**config.mk**
```make
export PLATFORM = sky130hd
export DESIGN_NAME = mem_access_ctrl_flat
export DESIGN_NICKNAME = d
export VERILOG_FILES = /design/src/rtl/mem_access_if.sv /design/src/rtl/mem_access_ctrl.sv /design/src/flat_wrapper.sv
export SDC_FILE = /design/constraint.sdc
export NUM_CORES = 1
export LEC_CHECK = 0
export BUFFER_PORTS_ARGS = -buffer_cell sky130_fd_sc_hd__buf_2
export CAP_MARGIN = 5
export CELL_PAD_IN_SITES_DETAIL_PLACEMENT = 2
export CELL_PAD_IN_SITES_GLOBAL_PLACEMENT = 2
export CORE_MARGIN = 3
export CORE_UTILIZATION = 33
export CTS_BUF_LIST = sky130_fd_sc_hd__clkbuf_8
export CTS_CLUSTER_SIZE = 40
export DETAILED_ROUTE_END_ITERATION = 10
export PLACE_DENSITY = 0.83
export SLEW_MARGIN = 20
export SYNTH_ARGS = -nofsm -noshare
export SYNTH_HDL_FRONTEND = slang
export SYNTH_SLANG_ARGS = --single-unit
export TNS_END_PERCENT = 10
```
**constraint.sdc**
```tcl
create_clock -name clk -period 1.9 [get_ports clk]
set_input_delay 0.19 -clock clk [delete_from_list [all_inputs] [get_ports clk]]
set_output_delay 0.19 -clock clk [all_outputs]
set_load 0.03 [all_outputs]
```
**src/rtl/mem_access_if.sv**
```systemverilog
// mem_access_if: core load/store request channel plus
// the single-port byte RAM bus, grouped for one port.
interface mem_access_if;
  logic        req_valid;
  logic        req_ready;
  logic        req_write;
  logic        req_word;
  logic [15:0] req_addr;
  logic [15:0] req_wdata;
  logic        rsp_valid;
  logic [15:0] rsp_rdata;
  logic [15:0] mem_addr;
  logic        mem_read;
  logic        mem_write;
  logic [7:0]  mem_wdata;
  logic [7:0]  mem_rdata;

  modport master (
    output req_valid, req_write, req_word,
    output req_addr, req_wdata, mem_rdata,
    input  req_ready, rsp_valid, rsp_rdata,
    input  mem_addr, mem_read, mem_write, mem_wdata
  );

  modport slave (
    input  req_valid, req_write, req_word,
    input  req_addr, req_wdata, mem_rdata,
    output req_ready, rsp_valid, rsp_rdata,
    output mem_addr, mem_read, mem_write, mem_wdata
  );
endinterface

```
**src/rtl/mem_access_ctrl.sv**
```systemverilog
// mem_access_ctrl: sequences byte/word core requests onto a
// byte-wide RAM, one byte phase at a time, little-endian.
module mem_access_ctrl #(
  parameter int WAIT_CYCLES = 0
) (
  input  logic clk,
  input  logic rst_n,
  mem_access_if.slave bus
);
  localparam logic [1:0] S_IDLE = 2'd0;
  localparam logic [1:0] S_LO   = 2'd1;
  localparam logic [1:0] S_HI   = 2'd2;
  localparam logic [1:0] S_RESP = 2'd3;
  localparam logic [3:0] LAST   = 4'(WAIT_CYCLES);
  localparam logic FIRST_WR     = (WAIT_CYCLES == 0);

  logic [1:0]  state_q, state_d;
  logic [3:0]  cnt_q, cnt_d;
  logic        wr_q, wr_d;
  logic        word_q, word_d;
  logic [15:0] addr_q, addr_d;
  logic [7:0]  hi_q, hi_d;
  logic [7:0]  lo_q, lo_d;
  logic        rdy_q, rdy_d;
  logic        rv_q, rv_d;
  logic [15:0] rd_q, rd_d;
  logic [15:0] ma_q, ma_d;
  logic        mr_q, mr_d;
  logic        mw_q, mw_d;
  logic [7:0]  mwd_q, mwd_d;
  logic        last;

  assign last = (cnt_q == LAST);

  always_comb begin
    state_d = state_q;
    cnt_d   = cnt_q;
    wr_d    = wr_q;
    word_d  = word_q;
    addr_d  = addr_q;
    hi_d    = hi_q;
    lo_d    = lo_q;
    rdy_d   = rdy_q;
    rv_d    = 1'b0;
    rd_d    = rd_q;
    ma_d    = ma_q;
    mr_d    = mr_q;
    mw_d    = 1'b0;
    mwd_d   = mwd_q;
    unique case (1'b1)
      (state_q == S_IDLE): begin
        rdy_d = 1'b1;
        if (bus.req_valid && rdy_q) begin
          wr_d    = bus.req_write;
          word_d  = bus.req_word;
          addr_d  = bus.req_addr;
          hi_d    = bus.req_wdata[15:8];
          rdy_d   = 1'b0;
          state_d = S_LO;
          cnt_d   = 4'd0;
          ma_d    = bus.req_addr;
          mwd_d   = bus.req_wdata[7:0];
          mr_d    = ~bus.req_write;
          mw_d    = bus.req_write & FIRST_WR;
        end
      end
      (state_q == S_LO),
      (state_q == S_HI): begin
        if (!last) begin
          cnt_d = cnt_q + 4'd1;
          mw_d  = wr_q && ((cnt_q + 4'd1) == LAST);
        end else if (state_q == S_LO && word_q) begin
          lo_d    = bus.mem_rdata;
          state_d = S_HI;
          cnt_d   = 4'd0;
          ma_d    = addr_q + 16'd1;
          mwd_d   = hi_q;
          mw_d    = wr_q & FIRST_WR;
        end else begin
          state_d = S_RESP;
          mr_d    = 1'b0;
          rv_d    = 1'b1;
          // hi phase result carries lo byte captured earlier
          if (wr_q)
            rd_d = 16'h0000;
          else if (state_q == S_HI)
            rd_d = {bus.mem_rdata, lo_q};
          else
            rd_d = {8'h00, bus.mem_rdata};
        end
      end
      (state_q == S_RESP): begin
        state_d = S_IDLE;
        rdy_d   = 1'b1;
      end
      default: ;
    endcase
  end

  always_ff @(posedge clk or negedge rst_n) begin
    if (!rst_n) begin
      state_q <= S_IDLE;
      cnt_q   <= 4'd0;
      wr_q    <= 1'b0;
      word_q  <= 1'b0;
      addr_q  <= 16'h0000;
      hi_q    <= 8'h00;
      lo_q    <= 8'h00;
      rdy_q   <= 1'b0;
      rv_q    <= 1'b0;
      rd_q    <= 16'h0000;
      ma_q    <= 16'h0000;
      mr_q    <= 1'b0;
      mw_q    <= 1'b0;
      mwd_q   <= 8'h00;
    end else begin
      state_q <= state_d;
      cnt_q   <= cnt_d;
      wr_q    <= wr_d;
      word_q  <= word_d;
      addr_q  <= addr_d;
      hi_q    <= hi_d;
      lo_q    <= lo_d;
      rdy_q   <= rdy_d;
      rv_q    <= rv_d;
      rd_q    <= rd_d;
      ma_q    <= ma_d;
      mr_q    <= mr_d;
      mw_q    <= mw_d;
      mwd_q   <= mwd_d;
    end
  end

  assign bus.req_ready = rdy_q;
  assign bus.rsp_valid = rv_q;
  assign bus.rsp_rdata = rd_q;
  assign bus.mem_addr  = ma_q;
  assign bus.mem_read  = mr_q;
  assign bus.mem_write = mw_q;
  assign bus.mem_wdata = mwd_q;
endmodule

```
**src/flat_wrapper.sv**
```systemverilog
// flat-port wrapper written by rule: the top's interface ports become plain ports
module mem_access_ctrl_flat 
#(
  parameter int WAIT_CYCLES = 0
)
  (clk, rst_n, bus_req_valid, bus_req_write, bus_req_word, bus_req_addr, bus_req_wdata, bus_mem_rdata, bus_req_ready, bus_rsp_valid, bus_rsp_rdata, bus_mem_addr, bus_mem_read, bus_mem_write, bus_mem_wdata);
  mem_access_if bus_i ();
  input  logic clk;
  input  logic rst_n;
  input wire logic [$bits(bus_i.req_valid)-1:0] bus_req_valid;
  input wire logic [$bits(bus_i.req_write)-1:0] bus_req_write;
  input wire logic [$bits(bus_i.req_word)-1:0] bus_req_word;
  input wire logic [$bits(bus_i.req_addr)-1:0] bus_req_addr;
  input wire logic [$bits(bus_i.req_wdata)-1:0] bus_req_wdata;
  input wire logic [$bits(bus_i.mem_rdata)-1:0] bus_mem_rdata;
  output wire logic [$bits(bus_i.req_ready)-1:0] bus_req_ready;
  output wire logic [$bits(bus_i.rsp_valid)-1:0] bus_rsp_valid;
  output wire logic [$bits(bus_i.rsp_rdata)-1:0] bus_rsp_rdata;
  output wire logic [$bits(bus_i.mem_addr)-1:0] bus_mem_addr;
  output wire logic [$bits(bus_i.mem_read)-1:0] bus_mem_read;
  output wire logic [$bits(bus_i.mem_write)-1:0] bus_mem_write;
  output wire logic [$bits(bus_i.mem_wdata)-1:0] bus_mem_wdata;
  assign bus_i.req_valid = bus_req_valid;
  assign bus_i.req_write = bus_req_write;
  assign bus_i.req_word = bus_req_word;
  assign bus_i.req_addr = bus_req_addr;
  assign bus_i.req_wdata = bus_req_wdata;
  assign bus_i.mem_rdata = bus_mem_rdata;
  assign bus_req_ready = bus_i.req_ready;
  assign bus_rsp_valid = bus_i.rsp_valid;
  assign bus_rsp_rdata = bus_i.rsp_rdata;
  assign bus_mem_addr = bus_i.mem_addr;
  assign bus_mem_read = bus_i.mem_read;
  assign bus_mem_write = bus_i.mem_write;
  assign bus_mem_wdata = bus_i.mem_wdata;
  mem_access_ctrl #(.WAIT_CYCLES(WAIT_CYCLES)) u_core (.clk(clk), .rst_n(rst_n), .bus(bus_i));
endmodule
```
# Yosys cells after proc, flatten, opt, wreduce, memory -nomap -nowiden
# Index checks and enable logic that the tools add are counted.
[word_totals]
elab_cells = 74
ff_bits = 84
input_bits = 45
[classes]
addsub = 2
reduce_logical = 17
mux = 31
bitwise_logic = 2
n_eq_ne = 8
[ops]
columns = ["op", "n"]
rows = [
  ["16-bit 2-to-1 mux", 5],
  ["16-bit one-hot mux with 2 select lines", 1],
  ["8-bit 2-to-1 mux", 3],
  ["16-bit by 1-bit adder with 16-bit output, second input constant", 1],
  ["8-bit one-hot mux with 2 select lines", 1],
  ["4-bit 2-to-1 mux", 3],
  ["3-bit AND reduction", 4],
  ["1-bit 2-to-1 mux", 11],
  ["4-bit logical NOT", 2],
  ["4-bit one-hot mux with 2 select lines", 1],
  ["4-bit AND reduction", 2],
  ["1-bit one-hot mux with 2 select lines", 3],
  ["2-bit one-hot mux with 3 select lines", 1],
  ["4-bit by 1-bit adder with 4-bit output, second input constant", 1],
  ["2-bit equality test, second input constant", 2],
  ["2-bit 2-to-1 mux", 2],
  ["2-bit by 1-bit inequality test with 1-bit output, second input constant", 2],
  ["2-bit inequality test, second input constant", 2],
  ["2-bit nonzero test", 2],
  ["1-bit logical AND", 3],
  ["3-bit inequality test, second input constant", 1],
  ["3-bit nonzero test", 1],
  ["2-bit by 1-bit equality test with 1-bit output, second input constant", 1],
  ["2-bit logical NOT", 1],
  ["other kinds (3)", 4],
]

# Depth between registers and ports, before layout
[logic_depth]
depth_word = 5
depth_mapped = 9
depth_no_buf = 7

# Least setup slack after synthesis
# OpenSTA, ideal clock, no wires.
[synth_timing]
kind = "reg2reg"
from = "register u_core.state_q[0]"
to = "register u_core.ma_q[1] (netlist: u_core.bus.mem_addr[1])"
period_less_slack_ns = 2.030
t_required_ns = 1.775
path_slack_ns = -0.130
arrival_time_ns = 1.905
path_stages_with_launch = 9
cell_sequence = "dfrtp_1 > inv_1 > ha_1 > a21boi_2 > or2_2 > buf_2 > nor2_2 > buf_4 > mux2_2"
[synth_between]
elab_chain_cells = 4
word_cells_on_any_way = 11
[synth_lines]
columns = ["item", "line_no", "rtl"]
rows = [
  ["start: declaration", "mem_access_ctrl.sv:17", "logic [1:0] state_q, state_d;"],
  ["start signal: assignment", "mem_access_ctrl.sv:117", "state_q <= state_d;"],
  ["2-bit equality test / 2-bit by 1-bit equality test with 1-bit output (equally long branches)", "mem_access_ctrl.sv:68, mem_access_ctrl.sv:67, mem_access_ctrl.sv:72", ""],
  ["2-bit OR reduction / 1-bit logical AND (equally long branches)", "mem_access_ctrl.sv:50, mem_access_ctrl.sv:72", ""],
  ["2-bit by 1-bit inequality test with 1-bit output (no source line) / 2-bit nonzero test (equally long branches)", "n/a", ""],
  ["4-bit AND reduction (no source line)", "n/a", ""],
  ["end signal: assignment", "mem_access_ctrl.sv:127", "ma_q <= ma_d;"],
  ["end: declaration", "mem_access_ctrl.sv:27", "logic [15:0] ma_q, ma_d;"],
]
# Several ways; a longest one is shown, not always the timed one.
# A chain may end at the register's enable or synchronous reset.

# Worst setup path after layout
[layout_timing]
from = "register u_core.cnt_q[1]"
to = "register u_core.rd_q[3] (netlist: u_core.bus.rsp_rdata[3])"
[layout_between]
elab_chain_cells = 2
[layout_lines]
columns = ["item", "line_no", "rtl"]
rows = [
  ["start: declaration", "mem_access_ctrl.sv:18", "logic [3:0] cnt_q, cnt_d;"],
  ["start signal: assignment", "mem_access_ctrl.sv:118", "cnt_q <= cnt_d;"],
  ["4-bit logical NOT", "mem_access_ctrl.sv:33", "assign last = (cnt_q == LAST);"],
  ["3-bit AND reduction (no source line)", "n/a", ""],
  ["end signal: assignment", "mem_access_ctrl.sv:126", "rd_q <= rd_d;"],
  ["end: declaration", "mem_access_ctrl.sv:26", "logic [15:0] rd_q, rd_d;"],
]
# Every way passes these cells.

==> flow_metrics.env <==
export IMPL_violations="setup timing"
export IMPL_path_delay_family="simple AND/OR/NAND/NOR gates"
export IMPL_synth_top_cell_by_area="dfrtp_1"
export IMPL_fin_tns_setup_ps=-14.2
export IMPL_rrSetupSlack_ps=-10
export IMPL_dieArea_um2=13600
export IMPL_hold_path_class="primary input to register"
export IMPL_worst_slack_ps=-11.8
export IMPL_min_delay_start="bus_req_wdata[14]"
export IMPL_die_h_um=117
export IMPL_hpwl_um=8650
export IMPL_drtIter0Drc=96
export IMPL_vias_per_cell=5.33
export IMPL_clk_latency_ps=360
export IMPL_fin_crit_sh=1.01
export IMPL_worst_pin_slew_ps=725
export IMPL_period_needed_ps=1910
export IMPL_yosys_top_cells_area="dfrtp_1, mux2_2, nand2_1"
export IMPL_num_nets_final=517
export IMPL_setup_viol=3
export IMPL_synth_top_area_frac=0.519
export IMPL_min_path_cells=2
export IMPL_synth_async_reset_ratio=1.00
export IMPL_overflow=0
export IMPL_fmax_ghz=0.523
export IMPL_worst_setup_path_end_kind="register"
export IMPL_fp_dieW_um=117
export IMPL_path_buf_inv=2
export IMPL_vias=3264
export IMPL_syn_num_nets=406
export IMPL_power_leakage_nw=2.38
export IMPL_cts_tree="built"
export IMPL_powerDensity_nw_per_um2=2140
export IMPL_synth_area_um2=4050
export IMPL_core_area_um2=11700
export IMPL_routed_wl_um=12400
export IMPL_worstSetupPathType="register to register"
export IMPL_slowest_delay_ps=400
export IMPL_synth_common_cells="dfrtp_1, mux2_2, nand2_1"
export IMPL_firstDrtPassIters=4
export IMPL_clock_sinks=84
export IMPL_initial_core_util=0.346
export IMPL_numPortBuffers=88
export IMPL_wl_per_cell_um=20.2
export IMPL_regToRegEndpoint="u_core.bus.rsp_rdata[3]"
export IMPL_slowest_stage="or3_4"
export IMPL_final_antenna_net_count=0
export IMPL_io_pins=89
export IMPL_startpoint_type="register"
export IMPL_status="complete, but fails checks"
export IMPL_nFillCells=1225
export IMPL_reg2regPathDepth=7
export IMPL_grt_antenna_before_repair=0
export IMPL_htree_levels=3
export IMPL_syn_inst=353
export IMPL_seq_area_frac_synth=0.519
export IMPL_drive_gt1_frac=0.467
export IMPL_skew_ps=7.73
export IMPL_drv_cap=0
export IMPL_arrival_ps=2130
export IMPL_syn_mean_instance_area_um2=11.5
export IMPL_maxSlewViolCount=0
export IMPL_syn2layout_area_growth_pct=28.8
export IMPL_hold_end="u_core.hi_q[6]"
export IMPL_critPathRequiredTime_ps=2120
export IMPL_ys_types=47
export IMPL_ys_flop_type="dfrtp_1"
export IMPL_grt_pass1_wl_um=19800
export IMPL_cts_made_buffers=9
export IMPL_synth_seq_cells=84
export IMPL_clock_root_buffer="clkbuf_8"
export IMPL_max_slew_margin=0.517
export IMPL_crit_chain="inv_1 -> ha_2 -> or3b_4 -> or3_4 -> buf_12 -> nand2_1 -> o31ai_4"
export IMPL_worstPathMaxFanout=11
export IMPL_ys_warnings_count=0
export IMPL_first_global_vias=3771
export IMPL_rsz0062_at_grt="yes"
export IMPL_globalplace_congestion=0.772
export IMPL_clock_path_buffers=2
export IMPL_clk_pin_slew_ps=90
export IMPL_synth_edff_count=0
export IMPL_grt_util_all_layers=0.189
export IMPL_fp_row_count=39
export IMPL_finalHoldViolCount=0
export IMPL_grt_start_max_net_pins=64
export IMPL_timing_rr_start="u_core.cnt_q[1]"
export IMPL_yosysMostFrequentCell="dfrtp_1"
export IMPL_peakVddDrop_mv=0.822
export IMPL_drc=0
export IMPL_n_antenna_cell=0
export IMPL_power_mw=11.2
## per-stage QoR
step | instances | hold slack [ps] | instance area (µm²) | util | setup WS [ps]
final | 612 | 60.6 | 5220 | 0.446 | -11.8
after global routing | 612 | 45.0 | 5220 | 0.446 | -91.5
after CTS | 610 | 43.5 | 5130 | 0.438 | -4.42
after detailed placement | 593 | 103 | 4850 | 0.414 | -197
after global placement | 593 | 98.3 | 4850 | 0.414 | 21.5
after floorplan | 353 | -106 | 4080 | - | 9.70
## worst max-delay path by stage
stage,endpoint,startpoint,slack [ps],cells past startpoint
global route,u_core.cnt_q[1],u_core.cnt_q[1],-90,7
floorplan,u_core.bus.mem_addr[1],u_core.state_q[0],10,8
detailed placement,u_core.bus.rsp_rdata[4],u_core.state_q[0],-200,6
global placement,u_core.bus.mem_addr[3],u_core.state_q[0],20,7
CTS,u_core.bus.rsp_rdata[7],u_core.cnt_q[1],-4,7
finish,u_core.bus.rsp_rdata[3],u_core.cnt_q[1],-10,7
## power by group
group / switching (mW) / leakage (nW) / internal (mW) / total, mW
Combinational: 3.59 / 1.25 / 2.93 / 6.52
Sequential: 0.683 / 1.03 / 2.66 / 3.34
Clock: 0.650 / 0.107 / 0.671 / 1.32
Total: 4.93 / 2.38 / 6.25 / 11.2
## kinds of logic (layout without fill, tap and decap cells)
family	after synthesis	in the layout	share of synthesized area
xor+xnor	7	7	0.0151
compound gates	53	53	0.0895
fa+ha+maj	8	8	0.0247
simple gates	101	101	0.122
mux	70	70	0.192
buf+inv	30	146	0.0380
flops	84	84	0.519
## layout by cell type (no fill, tap or decap), drive strengths merged, types with 3 or more instances in the layout
cell,n
nand4,4
clkbuf,11
nor4,6
or4,5
o21ai,14
dfrtp,84
inv,11
o31ai,13
mux2,62
or3,4
mux2i,8
buf,119
o211ai,3
nand2,35
a21oi,6
nand3,19
nor2,18
xnor2,6
ha,8
a31oi,9
## sequential cells by signal, summed over array words and instances, names as in the netlist
signal / flops
u_core.bus.mem_addr: 16
u_core.bus.rsp_rdata: 16
u_core.bus.mem_wdata: 8
u_core.state_q: 2
u_core.cnt_q: 4
u_core.lo_q: 8
u_core.wr_q: 1
u_core.bus.mem_read: 1
u_core.addr_q: 16
u_core.bus.req_ready: 1
u_core.bus.rsp_valid: 1
u_core.bus.mem_write: 1
u_core.word_q: 1
u_core.hi_q: 8
## timing repair
item                                    CTS  global route
buffers inserted                          0             2
hold buffers                              1             0
endpoints found under the hold margin    21             0
endpoints found under the setup margin   46            41
resized for setup                        13            16
## layer usage
layer / part of all wire / vias to the layer above / wire [µm] / global-route usage
li1: - / 1486 / - / -
met1: 0.41 / 1692 / 5080 / 0.223
met2: 0.54 / 71 / 6640 / 0.345
met3: 0.040 / 15 / 490 / 0.0447
met4: 0.015 / 0 / 188 / 0.0520
met5: 0 / - / 0 / 0
## worst reg2reg max path: stages (launching register included)
cell	delay [ps]
dfrtp_1	390
inv_1	60
ha_2	180
or3b_4	380
or3_4	400
buf_12	180
nand2_1	110
o31ai_4	80
## cell type report
type | instances | area (µm²) | area share
Sequential cell | 84 | 2100 | 0.403
Clock buffer | 11 | 151 | 0.0290
Multi-Input combinational cell | 239 | 1920 | 0.368
Timing Repair Buffer | 120 | 773 | 0.148
Clock inverter | 5 | 51.3 | 0.00983
Inverter | 10 | 40.0 | 0.00767
Tap cell | 143 | 179 | 0.0343
Power figures use the tool's default switching activity.
